--- config.mk ---
export PLATFORM = sky130hd
export DESIGN_NAME = rmii_rx_gearbox
export DESIGN_NICKNAME = d
export VERILOG_FILES = /design/src/rtl/rmii_rx_gearbox.sv
export SDC_FILE = /design/constraint.sdc
export NUM_CORES = 1
export LEC_CHECK = 0
export CAP_MARGIN = 20
export CORE_MARGIN = 1
export CORE_UTILIZATION = 42
export CTS_CLUSTER_SIZE = 30
export DETAILED_ROUTE_END_ITERATION = 7
export GPL_TIMING_DRIVEN = 0
export PLACE_DENSITY = 0.73
export REMOVE_ABC_BUFFERS = 1
export SYNTH_ARGS = -nofsm -noshare
export SYNTH_HDL_FRONTEND = slang
export SYNTH_SLANG_ARGS = --single-unit
--- constraint.sdc ---
create_clock -name eth_rmii_clk -period 4.1 [get_ports eth_rmii_clk]
set_clock_uncertainty 0.1 [all_clocks]
set_input_delay 0.82 -clock eth_rmii_clk [delete_from_list [all_inputs] [get_ports eth_rmii_clk]]
set_output_delay 0.82 -clock eth_rmii_clk [all_outputs]
set_load 0.05 [all_outputs]
--- src/rtl/rmii_rx_gearbox.sv ---
`default_nettype none
// ============================================================================
// Module      : rmii_rx_gearbox
// Description : RMII receive dibit-to-word gearbox with preamble/SFD hunt and
//               sof/eof/err framing. Define RMII_SPEED_10M_EN for 10 Mb/s.
// Revision    : 1.0 - initial release
// ============================================================================
module rmii_rx_gearbox #(
    parameter int OUT_W        = 4,
    parameter int PREAMBLE_MIN = 4
) (
    input  logic             eth_rmii_clk,
    input  logic             sys_rst,
    input  logic             speed_sel,
    input  logic             rx_dv,
    input  logic [1:0]       rx_data,
    output logic             out_valid,
    output logic [OUT_W-1:0] out_data,
    output logic             out_sof,
    output logic             out_eof,
    output logic             out_err
);

    localparam logic [1:0] LAST_DIB = 2'(OUT_W / 2 - 1);
    localparam logic [3:0] PRE_MIN  = 4'(PREAMBLE_MIN);
    localparam logic [3:0] PRE_MAX  = 4'd15;

    typedef enum logic [1:0] {
        S_IDLE     = 2'd0,
        S_PREAMBLE = 2'd1,
        S_DATA     = 2'd2,
        S_ABORT    = 2'd3
    } state_t;

    state_t           state_q, state_d;
    logic             dv_q;
    logic [1:0]       rxd_q;
    logic [3:0]       pre_cnt_q, pre_cnt_d;
    logic [1:0]       dib_cnt_q, dib_cnt_d;
    logic [OUT_W-1:0] acc_q, acc_d;
    logic [OUT_W-1:0] hold_q, hold_d;
    logic             hold_vld_q, hold_vld_d;
    logic             first_q, first_d;
    logic             out_valid_d, out_sof_d, out_eof_d, out_err_d;
    logic [OUT_W-1:0] out_data_d;
    logic [OUT_W-1:0] word;
    logic             sample_en;

`ifdef RMII_SPEED_10M_EN
    logic [3:0] div_q, div_d;
    logic       speed_q, speed_d;
    logic       slow;

    // Speed is followed live only while idle; a frame keeps the speed it started with.
    always_comb begin
        slow      = (state_q == S_IDLE) ? speed_sel : speed_q;
        sample_en = !slow || (div_q == 4'd0);
        div_d     = (!dv_q || div_q == 4'd9) ? 4'd0 : div_q + 4'd1;
        speed_d   = speed_q;
        if (state_q == S_IDLE && state_d == S_PREAMBLE) begin
            speed_d = speed_sel;
        end
    end

    always_ff @(posedge eth_rmii_clk) begin
        if (sys_rst) begin
            div_q   <= 4'd0;
            speed_q <= 1'b0;
        end else begin
            div_q   <= div_d;
            speed_q <= speed_d;
        end
    end
`else
    logic unused_speed_sel;
    assign unused_speed_sel = speed_sel;
    assign sample_en        = 1'b1;
`endif

    always_comb begin
        state_d     = state_q;
        pre_cnt_d   = pre_cnt_q;
        dib_cnt_d   = dib_cnt_q;
        acc_d       = acc_q;
        hold_d      = hold_q;
        hold_vld_d  = hold_vld_q;
        first_d     = first_q;
        out_valid_d = 1'b0;
        out_data_d  = '0;
        out_sof_d   = 1'b0;
        out_eof_d   = 1'b0;
        out_err_d   = 1'b0;
        word        = {rxd_q, acc_q[OUT_W-1:2]};

        case (state_q)
            S_IDLE: begin
                if (dv_q && sample_en && rxd_q == 2'b01) begin
                    state_d   = S_PREAMBLE;
                    pre_cnt_d = 4'd1;
                end
            end
            S_PREAMBLE: begin
                if (!dv_q) begin
                    state_d = S_IDLE;
                end else if (sample_en) begin
                    case (rxd_q)
                        2'b01: begin
                            if (pre_cnt_q != PRE_MAX) pre_cnt_d = pre_cnt_q + 4'd1;
                        end
                        2'b11: begin
                            if (pre_cnt_q >= PRE_MIN) begin
                                state_d    = S_DATA;
                                dib_cnt_d  = 2'd0;
                                acc_d      = '0;
                                hold_vld_d = 1'b0;
                                first_d    = 1'b1;
                            end else begin
                                state_d = S_ABORT;
                            end
                        end
                        default: state_d = S_ABORT;
                    endcase
                end
            end
            S_DATA: begin
                if (!dv_q) begin
                    // Flush the held word as the last one; leftover dibits mark it errored.
                    if (hold_vld_q) begin
                        out_valid_d = 1'b1;
                        out_data_d  = hold_q;
                        out_sof_d   = first_q;
                        out_eof_d   = 1'b1;
                        out_err_d   = (dib_cnt_q != 2'd0);
                    end
                    state_d    = S_IDLE;
                    dib_cnt_d  = 2'd0;
                    acc_d      = '0;
                    hold_vld_d = 1'b0;
                    first_d    = 1'b0;
                end else if (sample_en) begin
                    acc_d = word;
                    if (dib_cnt_q == LAST_DIB) begin
                        dib_cnt_d = 2'd0;
                        if (hold_vld_q) begin
                            out_valid_d = 1'b1;
                            out_data_d  = hold_q;
                            out_sof_d   = first_q;
                            first_d     = 1'b0;
                        end
                        hold_d     = word;
                        hold_vld_d = 1'b1;
                    end else begin
                        dib_cnt_d = dib_cnt_q + 2'd1;
                    end
                end
            end
            S_ABORT: begin
                if (!dv_q) state_d = S_IDLE;
            end
            default: state_d = S_IDLE;
        endcase
    end

    always_ff @(posedge eth_rmii_clk) begin
        if (sys_rst) begin
            dv_q       <= 1'b0;
            rxd_q      <= 2'b00;
            state_q    <= S_IDLE;
            pre_cnt_q  <= 4'd0;
            dib_cnt_q  <= 2'd0;
            acc_q      <= '0;
            hold_q     <= '0;
            hold_vld_q <= 1'b0;
            first_q    <= 1'b0;
            out_valid  <= 1'b0;
            out_data   <= '0;
            out_sof    <= 1'b0;
            out_eof    <= 1'b0;
            out_err    <= 1'b0;
        end else begin
            dv_q       <= rx_dv;
            rxd_q      <= rx_data;
            state_q    <= state_d;
            pre_cnt_q  <= pre_cnt_d;
            dib_cnt_q  <= dib_cnt_d;
            acc_q      <= acc_d;
            hold_q     <= hold_d;
            hold_vld_q <= hold_vld_d;
            first_q    <= first_d;
            out_valid  <= out_valid_d;
            out_data   <= out_data_d;
            out_sof    <= out_sof_d;
            out_eof    <= out_eof_d;
            out_err    <= out_err_d;
        end
    end

endmodule
`default_nettype wire

==> results.txt <==
----------------------------------------------------
[Global route]
  Total global routing track utilization ... 14.2%
  Global route total overflow ... 0
  Most used routing layer in global routing ... met2
  Global-route wire length before repair ... 2.85 mm
  Maximum number of pins on one net before global-route repair ... 21
  GR Util met1 ... 17.7%
  Global-route track usage on met3 ... 2.61%
  Number of antenna violations at the first check in global routing ... 0
  Met2 Use GR ... 22.8%
  Number of global-route vias before repair ... 669

[Drt]
  Routed wire length ... 1.65 mm
  Routed wire length per instance ... 11.3 um
  Detailed-route DRC error count ... 0
  Vias per std cell ... 5.40
  DR pass1 iterations ... 2
  Total vias in the final route ... 789
  Detailed Route Iter0 Violations ... 5
  Antenna-violating nets left ... 0

[Cells and area]
  Most used cells in the layout excluding fill and tap cells ... dfxtp_1, clkdlybuf4s50_1, a21oi_1
  Area added between synthesis and finish ... 15.0%
  Most common cell after layout, fill and taps aside ... dfxtp_1
  Number of diodes ... 0
  Final design area excluding fillers ... 1240 um2
  Number of nets in the layout ... 126
  Fraction of final layout cells sized beyond drive strength 1 ... 5.08%
  Filler cells ... 218

[Yosys]
  Post-synthesis instance area ... 1080 um2
  Cell variety after synth ... 36
  Post-synthesis share of cell area spent on xor and xnor gates ... 0%
  Per-instance average area after synthesis ... 10.1 um2
  Synth Area in Simple Gates ... 26.5%
  Total of warnings raised by yosys ... 0
  Count of flip-flops with a built-in enable after synthesis ... 0
  Area fraction of the dominant cell type after synthesis ... 50.1%
  Most used DFF post-synth ... dfxtp_1
  Seq/Total Area, Yosys ... 50.1%
  Leading post-synthesis cells by cell area ... dfxtp_1, a21oi_1, and2_1, nor2b_1, nand3_1
  Post-synthesis instance total ... 107
  Adder and majority cell fraction of the synthesized area ... 1.16%
  Synthesized-area fraction occupied by ao, oa, aoi and oai cells ... 19.1%
  Multiplexer share of the synthesized area ... 0.928%
  Async set or reset register ratio after synthesis ... 0%
  Largest family of logic cells by synthesized area ... simple AND/OR/NAND/NOR gates
  Seq cells post-synth ... 27
  Leading area contributor after synthesis ... dfxtp_1

[Clock tree]
  Setup Fix Bufs, Post-CTS ... 0
  Hold Buf Count CTS ... 0
  TritonCTS buffer count ... 3
  CTS Root Buffer Type ... clkbuf_4
  Worst skew pair latency ... 310 ps
  Worst-path clk slew ... 130 ps
  H-tree depth ... 1
  CTS tree ... done
  Count of instances resized after the clock tree is built ... 0
  Clock Tree Buf Depth ... 2
  Clock net sink count ... 27

[Floorplanning]
  Initial cell density of the core ... 46.5%
  DIE AREA ... 2770 um2
  Chip height ... 52.7 um
  Core area ... 2320 um2
  Number of placed I/O pins ... 14
  Die Width ... 52.7 um
  Std-Cell Rows ... 17

[STA]
  Endpoints failing setup ... 0
  Total count of hold-check failures in the final report ... 0
  Min Hold Slack ... 363 ps
  Max transition margin ... 50.4%
  Maximum clock frequency ... 425 MHz
  Worst slew pin tran ... 742 ps
  Post-route minimum period ... 2350 ps
  Post-route setup TNS ... 0 ps
  Max-slew violation count ... 0
  Period utilization ... 57.4%
  Setup repair after global routing missed its margin ... no

[Critical path]
  Cell-by-cell listing of the critical path ... clkdlybuf4s50_1
  Data arrival time of the worst path ... 1430 ps
  Bufs and invs on worst path ... 1
  Nature of the critical path startpoint ... flop
  Stages on worst setup path ... 1
  Slowest stage cell, crit path ... clkdlybuf4s50_1
  Critical Path Sink Type ... output pin
  Gate family responsible for the most delay along the worst path ... buffers and inverters
  Critical path type ... reg2out
  Slowest Stage Delay on Critical Path ... 790 ps
  Required time at the worst-slack endpoint ... 3180 ps
  Count of cells along the worst register-to-register path ... 3
  Biggest fanout along the worst timing path ... 1

[Min path]
  Number of cells on the worst hold path ... 1
  Worst min-delay path category ... reg2reg

[Power]
  NetSw ... 0.0799 mW
  Highest ir drop seen on vdd ... 0.165 mV
  Switching power share of the total ... 20.5%
  Areal power density over the cells ... 314 nW/um2
  Share of power burned in the clock network ... 27.7%
  Combinational share of power ... 3.3%
  Leakage component of the power ... 0.409 nW
  Portion of total power attributed to sequential cells ... 69.0%
  Cell internal power dissipation ... 0.309 mW

[Place]
  Detailed-placement wirelength estimate ... 1.22 mm
  Final Wtd Congestion ... 0.755
  Port Buffers ... 12
  Placed instance area ... 1210 um2

[Status]
  Status ... finished, final reports clean

[Job]
  Total of max-cap violations ... 0

----------------------------------------------------
final cells by class:
cell class | instances | area, um2 | share of cell area [%]
Timing Repair Buffer | 12 | 120 | 9.69
Inverter | 1 | 3.75 | 0.303
Tap cell | 28 | 35.0 | 2.83
Multi-Input combinational cell | 74 | 514 | 41.5
Sequential cell | 27 | 541 | 43.6
Clock buffer | 4 | 26.3 | 2.12
sequential cells by signal (all words and copies together), names as in the netlist:
register	count
out_err	1
rxd_q	2
hold_vld_q	1
out_data	4
out_eof	1
state_q	2
dib_cnt_q	2
out_sof	1
first_q	1
hold_q	4
pre_cnt_q	4
dv_q	1
out_valid	1
acc_q	2
power groups by stage:
stage               Combinational, mW  Clock (mW)  Sequential [mW]
global placement               0.0126           0            0.275
CTS                            0.0129       0.113            0.269
detailed placement             0.0129           0            0.275
global route                   0.0146       0.120            0.270
floorplan                     0.00560           0            0.273
finish                         0.0128       0.108            0.269
cells by family (layout without fill, tap and decap cells):
family | after synthesis | in the layout
and+or+nand+nor | 43 | 43
muxes | 1 | 1
DFF | 27 | 27
AOI/OAI and AO/OA | 29 | 29
buffers and inverters | 6 | 17
adders and majority gates | 1 | 1
worst paths after layout:
kind / endpoint / slack [ps] / startpoint
setup / recovery: out_data[1] / 1750 / out_data[1]$_SDFF_PP0_
hold / removal: out_data[0]$_SDFF_PP0_ / 360 / hold_q[0]$_SDFFE_PP0P_
setup reg to reg: pre_cnt_q[3]$_SDFFE_PP0P_ / 2400 / dv_q$_SDFF_PP0_
hold reg to reg: out_data[0]$_SDFF_PP0_ / 360 / hold_q[0]$_SDFFE_PP0P_
metrics by stage:
stage	setup WS, ps	power, mW	utilization (%)	instances
4_1_cts	1730	0.395	53.5	146
5_1_grt	1690	0.404	53.5	146
3_5_place_dp	1540	0.288	52.3	142
3_3_place_gp	1580	0.287	52.3	142
6_report	1750	0.389	53.5	146
2_1_floorplan	2590	0.279	-	102
synthesized netlist by cell type (2+ instances only):
| master | n |
|---|---|
| a21oi_1 | 10 |
| a31oi_1 | 2 |
| a32o_1 | 2 |
| and2_1 | 7 |
| and3b_1 | 2 |
| clkbuf_1 | 4 |
| dfxtp_1 | 27 |
| nand2_1 | 4 |
| nand2b_1 | 3 |
| nand3_1 | 6 |
| nand3b_1 | 2 |
| nand4_1 | 2 |
| nor2_1 | 3 |
| nor2b_1 | 5 |
| nor3_1 | 2 |
| o21ai_0 | 6 |
routing by layer:
layer | wire (um) | part of all wire, %
met5 | 0 | 0
met4 | 14 | 0.85
met3 | 40 | 2.4
met2 | 813 | 49
met1 | 783 | 47
No activity file was read; power rests on OpenSTA's default activity.
